### src/rtl/ate_pkg.sv
// Shared constants and FSM encoding for the adaptive threshold engine sequencer.
package ate_pkg;

   localparam int BLK     = 8;
   localparam int BLK_PIX = 64;

   localparam logic [1:0] ST_IDLE  = 2'd0;
   localparam logic [1:0] ST_FEED  = 2'd1;
   localparam logic [1:0] ST_DRAIN = 2'd2;
   localparam logic [1:0] ST_DONE  = 2'd3;

   typedef enum logic [1:0] {
      S_IDLE  = ST_IDLE,
      S_FEED  = ST_FEED,
      S_DRAIN = ST_DRAIN,
      S_DONE  = ST_DONE
   } ate_state_e;

   // The engine has two hard-wired frame geometries; only the 48-wide one uses type 0.
   function automatic logic ate_type_sel(input int img_w);
      return (img_w == 48) ? 1'b0 : 1'b1;
   endfunction

endpackage

### src/rtl/ate_addr_gen.sv
// Block-raster address counter: pixels row-major inside an 8x8 block, blocks
// left-to-right then top-to-bottom, producing the row-major image address.
module ate_addr_gen
   import ate_pkg::*;
#(
   parameter int IMG_W = 48,
   parameter int IMG_H = 32,
   parameter int AW    = 12
) (
   input  logic          clk,
   input  logic          reset,
   input  logic          en,
   input  logic          clr,
   output logic [AW-1:0] addr,
   output logic          blk_first,
   output logic          last
);

   localparam int NBX = IMG_W / BLK;
   localparam int NBY = IMG_H / BLK;
   localparam int BXW = (NBX > 1) ? $clog2(NBX) : 1;
   localparam int BYW = (NBY > 1) ? $clog2(NBY) : 1;

   logic [2:0]     r_px;
   logic [2:0]     r_py;
   logic [BXW-1:0] r_bx;
   logic [BYW-1:0] r_by;
   logic           w_px_max;
   logic           w_py_max;
   logic           w_bx_max;
   logic           w_by_max;

   assign w_px_max = (r_px == 3'd7);
   assign w_py_max = (r_py == 3'd7);
   assign w_bx_max = (r_bx == BXW'(NBX - 1));
   assign w_by_max = (r_by == BYW'(NBY - 1));

   always_ff @(posedge clk or posedge reset) begin
      if (reset) begin
         r_px <= '0;
         r_py <= '0;
         r_bx <= '0;
         r_by <= '0;
      end else if (clr) begin
         r_px <= '0;
         r_py <= '0;
         r_bx <= '0;
         r_by <= '0;
      end else if (en) begin
         r_px <= r_px + 3'd1;
         if (w_px_max) begin
            r_py <= r_py + 3'd1;
            if (w_py_max) begin
               r_bx <= w_bx_max ? '0 : r_bx + BXW'(1);
               if (w_bx_max)
                  r_by <= w_by_max ? '0 : r_by + BYW'(1);
            end
         end
      end
   end

   // {by,py} is bY*8+pY and {bx,px} is bX*8+pX, so only one multiply is needed.
   assign addr      = AW'({r_by, r_py}) * AW'(IMG_W) + AW'({r_bx, r_px});
   assign blk_first = (r_px == 3'd0) && (r_py == 3'd0);
   assign last      = w_px_max && w_py_max && w_bx_max && w_by_max;

endmodule

### src/rtl/ate_stream_ctrl.sv
// Frame sequencer: streams an image into the threshold engine in block order and
// writes back per-pixel bins and per-block thresholds after the engine latency.
module ate_stream_ctrl
   import ate_pkg::*;
#(
   parameter int IMG_W   = 48,
   parameter int IMG_H   = 32,
   parameter int AW      = 12,
   parameter int BIN_LAT = 65,
   parameter int THR_LAT = 65
) (
   input  logic          clk,
   input  logic          reset,
   input  logic          start,
   output logic          busy,
   output logic          done,
   output logic [AW-1:0] img_addr,
   output logic          img_rd,
   input  logic [7:0]    img_di,
   output logic [7:0]    ate_pix,
   output logic          ate_type,
   input  logic          ate_bin,
   input  logic [7:0]    ate_thr,
   output logic          res_wr,
   output logic [AW-1:0] res_addr,
   output logic          res_bin,
   output logic          thr_wr,
   output logic [AW-1:0] thr_addr,
   output logic [7:0]    thr_val
);

   localparam int LAT_MAX = (BIN_LAT > THR_LAT) ? BIN_LAT : THR_LAT;
   localparam int CW      = $clog2(LAT_MAX + 2) + 1;
   localparam logic [CW-1:0] CYC_SAT = CW'(LAT_MAX + 1);
   localparam logic [CW-1:0] BIN_HIT = CW'(BIN_LAT);
   localparam logic [CW-1:0] THR_HIT = CW'(THR_LAT);

   ate_state_e     r_state;
   logic           r_busy;
   logic           r_done;
   logic           r_img_rd;
   logic           r_rd_d1;
   logic           r_res_act;
   logic           r_thr_act;
   logic           r_res_fin;
   logic           r_thr_fin;
   logic [CW-1:0]  r_cyc;
   logic [AW-1:0]  r_thr_idx;

   logic           w_start_ok;
   logic [AW-1:0]  w_rd_addr;
   logic           w_rd_last;
   logic [AW-1:0]  w_res_addr;
   logic           w_res_last;
   logic           w_thr_first;
   logic           w_thr_last;
   logic           w_res_end;
   logic           w_thr_end;
   logic           w_thr_pulse;
   logic           w_unused_rd_first;
   logic           w_unused_res_first;
   logic [AW-1:0]  w_unused_thr_addr;

   assign w_start_ok = (r_state == S_IDLE) && start;

   ate_addr_gen #(.IMG_W(IMG_W), .IMG_H(IMG_H), .AW(AW)) u_rd_gen (
      .clk       (clk),
      .reset     (reset),
      .en        (r_img_rd),
      .clr       (w_start_ok),
      .addr      (w_rd_addr),
      .blk_first (w_unused_rd_first),
      .last      (w_rd_last)
   );

   ate_addr_gen #(.IMG_W(IMG_W), .IMG_H(IMG_H), .AW(AW)) u_res_gen (
      .clk       (clk),
      .reset     (reset),
      .en        (r_res_act),
      .clr       (w_start_ok),
      .addr      (w_res_addr),
      .blk_first (w_unused_res_first),
      .last      (w_res_last)
   );

   ate_addr_gen #(.IMG_W(IMG_W), .IMG_H(IMG_H), .AW(AW)) u_thr_gen (
      .clk       (clk),
      .reset     (reset),
      .en        (r_thr_act),
      .clr       (w_start_ok),
      .addr      (w_unused_thr_addr),
      .blk_first (w_thr_first),
      .last      (w_thr_last)
   );

   assign w_res_end   = r_res_act && w_res_last;
   assign w_thr_end   = r_thr_act && w_thr_last;
   assign w_thr_pulse = r_thr_act && w_thr_first;

   // r_cyc is 0 in the first read cycle; the write windows open one cycle after it reaches each latency.
   always_ff @(posedge clk or posedge reset) begin
      if (reset) begin
         r_state   <= S_IDLE;
         r_busy    <= 1'b0;
         r_done    <= 1'b0;
         r_img_rd  <= 1'b0;
         r_rd_d1   <= 1'b0;
         r_res_act <= 1'b0;
         r_thr_act <= 1'b0;
         r_res_fin <= 1'b0;
         r_thr_fin <= 1'b0;
         r_cyc     <= '0;
         r_thr_idx <= '0;
      end else begin
         r_rd_d1 <= r_img_rd;
         if (r_busy && (r_cyc != CYC_SAT))
            r_cyc <= r_cyc + CW'(1);
         if (r_busy && (r_cyc == BIN_HIT))
            r_res_act <= 1'b1;
         else if (w_res_end)
            r_res_act <= 1'b0;
         if (r_busy && (r_cyc == THR_HIT))
            r_thr_act <= 1'b1;
         else if (w_thr_end)
            r_thr_act <= 1'b0;
         if (w_res_end)
            r_res_fin <= 1'b1;
         if (w_thr_end)
            r_thr_fin <= 1'b1;
         if (w_thr_pulse)
            r_thr_idx <= r_thr_idx + AW'(1);

         case (r_state)
            S_IDLE: begin
               r_done <= 1'b0;
               if (start) begin
                  r_state   <= S_FEED;
                  r_busy    <= 1'b1;
                  r_img_rd  <= 1'b1;
                  r_cyc     <= '0;
                  r_res_fin <= 1'b0;
                  r_thr_fin <= 1'b0;
                  r_thr_idx <= '0;
               end
            end
            S_FEED: begin
               if (w_rd_last) begin
                  r_img_rd <= 1'b0;
                  r_state  <= S_DRAIN;
               end
            end
            S_DRAIN: begin
               if ((r_res_fin || w_res_end) && (r_thr_fin || w_thr_end)) begin
                  r_state <= S_DONE;
                  r_busy  <= 1'b0;
                  r_done  <= 1'b1;
               end
            end
            S_DONE: begin
               r_done  <= 1'b0;
               r_state <= S_IDLE;
            end
            default: r_state <= S_IDLE;
         endcase
      end
   end

   assign busy     = r_busy;
   assign done     = r_done;
   assign img_rd   = r_img_rd;
   assign img_addr = w_rd_addr;
   assign ate_pix  = r_rd_d1 ? img_di : 8'd0;
   assign ate_type = ate_type_sel(IMG_W);
   assign res_wr   = r_res_act;
   assign res_addr = w_res_addr;
   assign res_bin  = r_res_act & ate_bin;
   assign thr_wr   = w_thr_pulse;
   assign thr_addr = r_thr_idx;
   assign thr_val  = w_thr_pulse ? ate_thr : 8'd0;

endmodule

### config.mk
export PLATFORM = sky130hd
export DESIGN_NAME = ate_stream_ctrl
export DESIGN_NICKNAME = d
export VERILOG_FILES = /design/src/rtl/ate_pkg.sv /design/src/rtl/ate_addr_gen.sv /design/src/rtl/ate_stream_ctrl.sv
export SDC_FILE = /design/constraint.sdc
export NUM_CORES = 1
export LEC_CHECK = 0
export CORE_ASPECT_RATIO = 0.9
export CORE_UTILIZATION = 52
export CTS_CLUSTER_DIAMETER = 50
export CTS_CLUSTER_SIZE = 28
export DETAILED_ROUTE_END_ITERATION = 12
export GPL_ROUTABILITY_DRIVEN = 0
export PLACE_DENSITY_LB_ADDON = 0.3
export REMOVE_ABC_BUFFERS = 1
export SETUP_SLACK_MARGIN = 0.2
export SLEW_MARGIN = 0
export SYNTH_ARGS = -nofsm -noshare
export SYNTH_HDL_FRONTEND = slang
export SYNTH_SLANG_ARGS = --single-unit
### constraint.sdc
create_clock -name clk -period 3.03 [get_ports clk]
set_clock_uncertainty 0.05 [all_clocks]
set_input_delay 0.606 -clock clk [delete_from_list [all_inputs] [get_ports clk]]
set_output_delay 0.606 -clock clk [all_outputs]
set_load 0.005 [all_outputs]
==> summary.txt, run 1 <==
Outcome: finished, violations left
Failing checks: negative setup slack
Grt ovf: 0
Setup repair after global routing missed its margin: yes
Sequential fraction of the synthesis area: 0.402
DRC violation count after routing: 0
Worst path required time: 2.37 ns
Number of port buffers: 77
Chip Height: 84.4 um
Maximum number of pins on one net before global-route repair: 50
Clock Latency Late Sink: 0.34 ns
Average cell area after synthesis: 9.62 um^2
Placeable core area: 7180 um^2
Max-Slew Margin vs Limit: 0.526
Worst IR Drop VDD: 394 uV
Initial DRT Pass Iterations: 4
Sort of element at the start of the critical path: flip-flop
Top-Level Pins: 79
Post-layout worst setup margin: -0.0662 ns
Syn-to-layout area delta: 37.8%
Total placed instance area: 4920 um^2
Count of final max-slew check failures: 0
Die Width: 93.6 um
Aggregate routed wire length: 9120 um
Via total after detailed routing: 3340
Endpoints failing hold: 0
Clock-pin slew on the worst setup and hold paths: 0.06 ns
Register bit count reported by yosys: 63
# clock sinks: 63
Worst reg-to-reg path cell count: 10
Power consumption: 2.84 mW
Final setup violation count: 2
Starting utilization of the core area: 0.546
Largest fanout on the critical path: 2
Number of buffers created by CTS: 9
Cell Rows: 29
1st-iter DRT viols: 171
All-layer global routing usage: 0.241
Synth unique cells: 48
Number of H-tree levels: 3
Via count of the first global-routing pass: 3243
Highest Clock Rate: 323 MHz
Global-route wire length before repair: 14900 um
LEAKAGE: 2.63 nW
Clock tree root driver cell: sky130_fd_sc_hd__clkbuf_8
Average wire per cell in the routed design: 14.9 um
Worst endpoint data arrival time: 2.44 ns
Path category of the worst min-delay check: reg2reg
Sort of element at the end of the critical path: primary output
Total power per unit cell area: 525 nW/um^2
Part of the cycle the worst path needs: 1.02
Number of antenna violations at the first check in global routing: 0
Finished Cell Area: 5410 um^2
Netlist area before placement: 3930 um^2
Antenna-violating nets left: 0
Category of the most critical setup path: reg2out
Fraction of final layout cells sized beyond drive strength 1: 0.205
Hold path depth: 1
Number of buffers inserted by hold repair at cts: 0
Measured slew at the worst slew-check pin: 0.705 ns
Yosys warning total: 0
Max capacitance violation total: 0
Share of synthesized flip-flops with an asynchronous set or reset: 1.00
NumNets Final: 581
Number of synthesized flops with an enable pin: 0
Cells after synthesis: 408
Half-perimeter wire length after detailed placement: 6030 um
Maximum root-to-sink buffer count: 2
Ratio of routed vias to standard cells: 5.44
Floorplan die area: 7900 um^2
Post-route minimum period: 3.10 ns
TritonCTS clock tree: yes
Antenna cell count: 0
Top_reg_cell synth: sky130_fd_sc_hd__dfrtp_1
cells by family (layout without fill, tap and decap cells):
| kind of cell | Yosys count | after routing | synth area share |
|---|---|---|---|
| xor gates and xnor gates | 40 | 40 | 0.0892 |
| AOI/OAI and AO/OA | 50 | 50 | 0.0860 |
| adders and majority gates | 42 | 42 | 0.141 |
| DFF | 63 | 63 | 0.402 |
| other | 1 | 1 | 0.000955 |
| buffers and inverters | 30 | 143 | 0.0328 |
| and+or+nand+nor | 169 | 169 | 0.214 |
| muxes | 13 | 13 | 0.0338 |
cell type report:
| type | count | area [um^2] |
|---|---|---|
| well taps | 93 | 116 |
| clock inverters | 2 | 10.0 |
| multi-input cells | 315 | 2440 |
| flip-flops and latches | 63 | 1580 |
| fillers | 488 | 1770 |
| clock buffers | 11 | 141 |
| inverters | 15 | 56.3 |
| repair buffers | 115 | 1060 |
flip-flops by register name, indices dropped and copies added, names as in the netlist, 2 cells and up:
name / flops
u_thr_gen.r_bx: 3
u_res_gen.r_by: 2
u_res_gen.r_py: 3
u_thr_gen.r_py: 3
u_thr_gen.r_by: 2
u_res_gen.r_px: 3
u_res_gen.r_bx: 3
r_state: 2
u_thr_gen.r_px: 3
thr_addr: 12
r_cyc: 8
u_rd_gen.r_px: 3
u_rd_gen.r_py: 3
u_rd_gen.r_bx: 3
u_rd_gen.r_by: 2
metrics by stage:
step / hold slack (ns) / utilization / TNS [ns] / worst slack, ns / cells
6_report: 0.459 / 0.753 / -0.117 / -0.0662 / 614
3_3_place_gp: 0.428 / 0.685 / -0.0511 / -0.0511 / 584
4_1_cts: 0.466 / 0.726 / 0 / 0.0179 / 605
5_1_grt: 0.494 / 0.753 / -0.591 / -0.184 / 614
3_5_place_dp: 0.450 / 0.685 / -0.299 / -0.160 / 584
2_1_floorplan: 0.408 / - / 0 / 0.295 / 393
layer usage:
metal | global-route usage | share of wire
met3 | 0.0408 | 0.039
met1 | 0.298 | 0.43
met4 | 0.116 | 0.024
met2 | 0.410 | 0.50
met5 | 0 | 0
synth_stat cells (4+ instances only):
cell type | instances | area (um^2)
sky130_fd_sc_hd__dfrtp_1 | 63 | 1580
sky130_fd_sc_hd__nor2_1 | 61 | 229
sky130_fd_sc_hd__ha_1 | 38 | 475
sky130_fd_sc_hd__nand2_1 | 24 | 90.1
sky130_fd_sc_hd__a21oi_1 | 23 | 115
sky130_fd_sc_hd__xor2_1 | 22 | 193
sky130_fd_sc_hd__nand3_1 | 20 | 100
sky130_fd_sc_hd__and2_1 | 19 | 119
sky130_fd_sc_hd__xnor2_1 | 18 | 158
sky130_fd_sc_hd__inv_1 | 15 | 56.3
sky130_fd_sc_hd__mux2i_1 | 11 | 110
sky130_fd_sc_hd__nand4_1 | 10 | 62.6
sky130_fd_sc_hd__nor3_1 | 10 | 50.1
sky130_fd_sc_hd__clkbuf_1 | 8 | 30.0
sky130_fd_sc_hd__and3_1 | 6 | 37.5
sky130_fd_sc_hd__a21o_1 | 5 | 37.5
sky130_fd_sc_hd__o21ai_0 | 5 | 25.0
sky130_fd_sc_hd__buf_4 | 4 | 30.0
sky130_fd_sc_hd__fa_1 | 4 | 80.1
sky130_fd_sc_hd__nor2b_1 | 4 | 25.0
sky130_fd_sc_hd__nor4_1 | 4 | 25.0
final timing paths:
path / end / start / slack, ns
max: img_addr[10] / u_rd_gen.r_py[1] / -0.07
min: done / done / 0.46
max reg2reg: r_state[1] / u_res_gen.r_py[1] / 0.50
min reg2reg: done / done / 0.46
max in group asynchronous: r_state[0] / reset / 1.71
min in group asynchronous: thr_addr[5] / reset / 0.61
where the power goes:
part           internal [mW]  switching, mW
sequential             0.986          0.168
combinational          0.585          0.493
clock                  0.303          0.302
total                   1.87          0.964
cell usage in the layout (no fill, tap or decap), drive strengths merged, types with 3 or more instances in the layout:
master,instances
a21o,5
a21oi,24
and2,19
and3,6
buf,48
clkbuf,11
clkdlybuf4s50,63
dfrtp,63
dlygate4sd2,3
fa,4
ha,38
inv,15
mux2i,11
nand2,24
nand3,20
nand4,10
nor2,61
nor2b,4
nor3,10
nor4,4
o21ai,5
xnor2,18
xor2,22
worst max-delay path: stages, from the launching register on:
cell and delay, ns:
sky130_fd_sc_hd__dfrtp_1 0.39, sky130_fd_sc_hd__ha_2 0.20, sky130_fd_sc_hd__fa_2 0.38, sky130_fd_sc_hd__a21o_1 0.19
sky130_fd_sc_hd__a21oi_2 0.18, sky130_fd_sc_hd__xnor2_2 0.14, sky130_fd_sc_hd__buf_4 0.15, sky130_fd_sc_hd__a32oi_1 0.10
sky130_fd_sc_hd__o211ai_1 0.23, sky130_fd_sc_hd__buf_2 0.15
what timing repair did:
item	CTS	global route
resized for setup	69	27
pin swaps	19	14
endpoints found under the setup margin	15	18
buffers inserted	8	9
Note: power is estimated with default switching activity, not from simulation.
==> inputs of run 2 (changes only) <==
Settings changed: SLEW_MARGIN 0 to 20.
==> results of run 2 <==
The final DEF is identical to that of run 1; final timing and power are the same.
==> inputs of run 3 (changes only) <==
Settings changed: CORE_UTILIZATION 52 to 55, DONT_BUFFER_PORTS set to 1.
==> run 3 against run 2 <==
The flow now finishes without violations. Hold slack worse by 0.35 ns. Via count is 13% lower. Count of clock-buffer cells in the layout is 2 higher. Worst setup slack better by 0.16 ns. Flip-flop and latch count stayed put. Global-route usage is 2.4 points lower. Clock power is 36% higher. Fmax is 5.5% higher. Register-to-register slack better by 0.12 ns. Die area is 5.3% lower. Largest cell class unchanged.
==> summary.txt, run 3 (synthesis gave the netlist of run 1 again) <==
Worst endpoint data arrival time: 2.28 ns (-0.16 ns)
Part of the cycle the worst path needs: 0.968 (-0.0537)
Total power per unit cell area: 615 nW/um^2 (+17%)
Finished Cell Area: 4420 um^2 (-18%)
Combinational share of power: 0.262 (-0.118)
Net switching power of the design: 0.901 mW (-6.5%)
Grt ovf: 0 (unchanged)
Worst Setup SP: u_res_gen.r_py[1]
DRC violation count after routing: 0 (unchanged)
Via count of the first global-routing pass: 2697 (-17%)
Global-route wire length before repair: 12800 um (-14%)
Number of H-tree levels: 3 (unchanged)
Initial DRT Pass Iterations: 6 (+2)
Post-Layout Cell Count: 512 (-17%)
Highest Clock Rate: 341 MHz (+5.5%)
Most frequent standard cell in the layout excluding fill and tap cells: sky130_fd_sc_hd__dfrtp_1
Fraction of final layout cells sized beyond drive strength 1: 0.140 (-0.0656)
Antenna cell count: 0 (unchanged)
Fraction of power consumed by sequential logic: 0.436 (+0.029)
Antenna-violating nets left: 0 (unchanged)
Number of port buffers: 0 (-100%)
Placeable core area: 6730 um^2 (-6.4%)
Clock tree root driver cell: sky130_fd_sc_hd__clkbuf_8
Number of antenna violations at the first check in global routing: 0 (unchanged)
Internal power: 1.81 mW (-3.2%)
Die Width: 91.1 um (-2.7%)
Total placed instance area: 4000 um^2 (-19%)
Worst path required time: 2.37 ns (about the same)
Clock-pin slew on the worst setup and hold paths: 0.07 ns (about the same)
Area occupied by multi-input gates: 2340 um^2 (-4.0%)
Category of the most critical setup path: reg2out
Cells after DPL: 487 (-17%)
1st-iter DRT viols: 84 (-51%)
Final setup violation count: 0 (-2)
Maximum number of pins on one net before global-route repair: 50 (unchanged)
Clock Latency Late Sink: 0.34 ns (about the same)
Starting utilization of the core area: 0.584 (+0.0372)
Maximum root-to-sink buffer count: 2 (unchanged)
Path category of the worst min-delay check: in2async
Number of flip-flops under the largest register name: 12 (unchanged)
Syn-to-layout area delta: 12.5%
TritonCTS clock tree: yes
Average wire per cell in the routed design: 15.3 um (+2.8%)
Aggregate routed wire length: 7810 um (-14%)
R2R setup slack: 0.62 ns (+0.12 ns)
Worst R2R End: r_state[1]
Floorplan die area: 7480 um^2 (-5.3%)
Top-Level Pins: 79 (unchanged)
Register area: 1580 um^2 (about the same)
Cell Rows: 28 (-3.4%)
All-layer global routing usage: 0.218 (-0.0236)
NumNets Final: 479 (-18%)
Utilization after layout: 0.657 (-0.0964)
Half-perimeter wire length after detailed placement: 5300 um (-12%)
Max-Slew Margin vs Limit: 0.549 (+0.0236)
Sort of element at the end of the critical path: primary output
Filler instances: 550 (+13%)
Number of buffers created by CTS: 9 (unchanged)
Family with the most delay on the worst path: compound AO/OA/AOI/OAI gates
Setup repair after global routing missed its margin: yes
Measured slew at the worst slew-check pin: 0.670 ns (-0.0351 ns)
LEAKAGE: 2.17 nW (-17%)
Slowest-stage cell, CP: sky130_fd_sc_hd__dfrtp_2
Count of final max-slew check failures: 0 (unchanged)
Cell breakdown of the critical path: ha_4 -> fa_2 -> a21oi_2 -> o21bai_2 -> xnor2_2 -> o31ai_1 -> o221ai_1
Sw Share: 0.332 (-0.00766)
Worst IR Drop VDD: 431 uV (+9.5%)
Outcome: finished clean
Max capacitance violation total: 0 (unchanged)
Largest fanout on the critical path: 3 (+1)
Chip Height: 82.2 um (-2.7%)
Via total after detailed routing: 2897 (-13%)
Ratio of routed vias to standard cells: 5.66 (+4.0%)
Worst reg-to-reg path cell count: 8 (-2)
# clock sinks: 63 (unchanged)
Most frequent cells in the layout: sky130_fd_sc_hd__dfrtp_1, sky130_fd_sc_hd__nor2_1, sky130_fd_sc_hd__ha_1
Worst path max stage delay: 0.45 ns (+0.06 ns)
Sort of element at the start of the critical path: flip-flop
Total buffers and inverters traversed by the critical path: 0 (-2)
Post-route minimum period: 2.93 ns (-0.163 ns)
Post-Route Setup TNS: 0 ns (+0.117 ns)
Endpoints failing hold: 0 (unchanged)
Number of buffers inserted by hold repair at cts: 0 (unchanged)
Critical register-to-register path startpoint: u_res_gen.r_py[1]
Share of total power in the clock network: 0.302 (+0.089)
## run 3: cell types whose count changed in the layout (fill, tap and decap cells not counted), sizes merged
| cell | previous run | this run |
|---|---|---|
| clkdlybuf4s50 | 63 | 0 |
| buf | 48 | 13 |
| dlygate4sd2 | 3 | 0 |
| bufinv | 0 | 2 |
| clkbuf | 11 | 13 |
| clkinv | 2 | 1 |
| dlymetal6s2s | 1 | 0 |
## run 3: how the worst max path moves through the flow
stage                    to  cells after the start
3_5_place_dp   res_addr[10]                      7
6_report       res_addr[10]                      7
4_1_cts        res_addr[10]                      7
5_1_grt        res_addr[10]                      7
2_1_floorplan  res_addr[10]                      7
3_3_place_gp   res_addr[10]                      7
## run 3: worst reg2reg max path, cell delays in order (launching register included)
cell                      delay [ns]
sky130_fd_sc_hd__dfrtp_2        0.42
sky130_fd_sc_hd__ha_4           0.16
sky130_fd_sc_hd__buf_4          0.10
sky130_fd_sc_hd__ha_1           0.19
sky130_fd_sc_hd__and4b_1        0.26
sky130_fd_sc_hd__a41oi_1        0.21
sky130_fd_sc_hd__o21ai_0        0.32
sky130_fd_sc_hd__nor2b_1        0.24
sky130_fd_sc_hd__mux2_2         0.35
## run 3: layout make-up
| class | count | share of cell area |
|---|---|---|
| Clock inverter | 3 | 0.0147 |
| Sequential cell | 63 | 0.357 |
| Tap cell | 90 | 0.0255 |
| Clock buffer | 13 | 0.0360 |
| Timing Repair Buffer | 13 | 0.0229 |
| Inverter | 15 | 0.0127 |
| Multi-Input combinational cell | 315 | 0.531 |
## run 3: what timing repair did
item / CTS / global route
pin swaps: 11 / 8
setup endpoints to repair: 7 / 15
buffers inserted: 8 / 1
gates resized for setup: 16 / 10
cloned: 0 / 0
## run 3: through the flow
stage               hold slack [ns]  worst slack (ns)  total power [mW]
floorplan                     0.408             0.295              1.70
CTS                           0.120             0.149              2.73
detailed placement            0.444             0.272              1.88
global placement              0.431             0.314              1.85
global route                  0.147            0.0114              2.90
finish                        0.107            0.0966              2.72
## run 3: power by group through the flow
stage,combinational (mW),clock [mW],sequential (mW)
final,0.710,0.821,1.18
after global routing,0.821,0.867,1.21
after CTS,0.713,0.837,1.18
after detailed placement,0.685,0,1.20
after global placement,0.658,0,1.19
after floorplan,0.554,0,1.15
## run 3: per-layer routing
layer,share of wire,wire (um),GRT usage,up-vias
met1,0.45,3480,0.273,1384
met4,0.021,168,0.111,0
met3,0.044,343,0.0412,18
met2,0.49,3820,0.367,72
met5,0,0,0,-
li1,-,-,-,1423
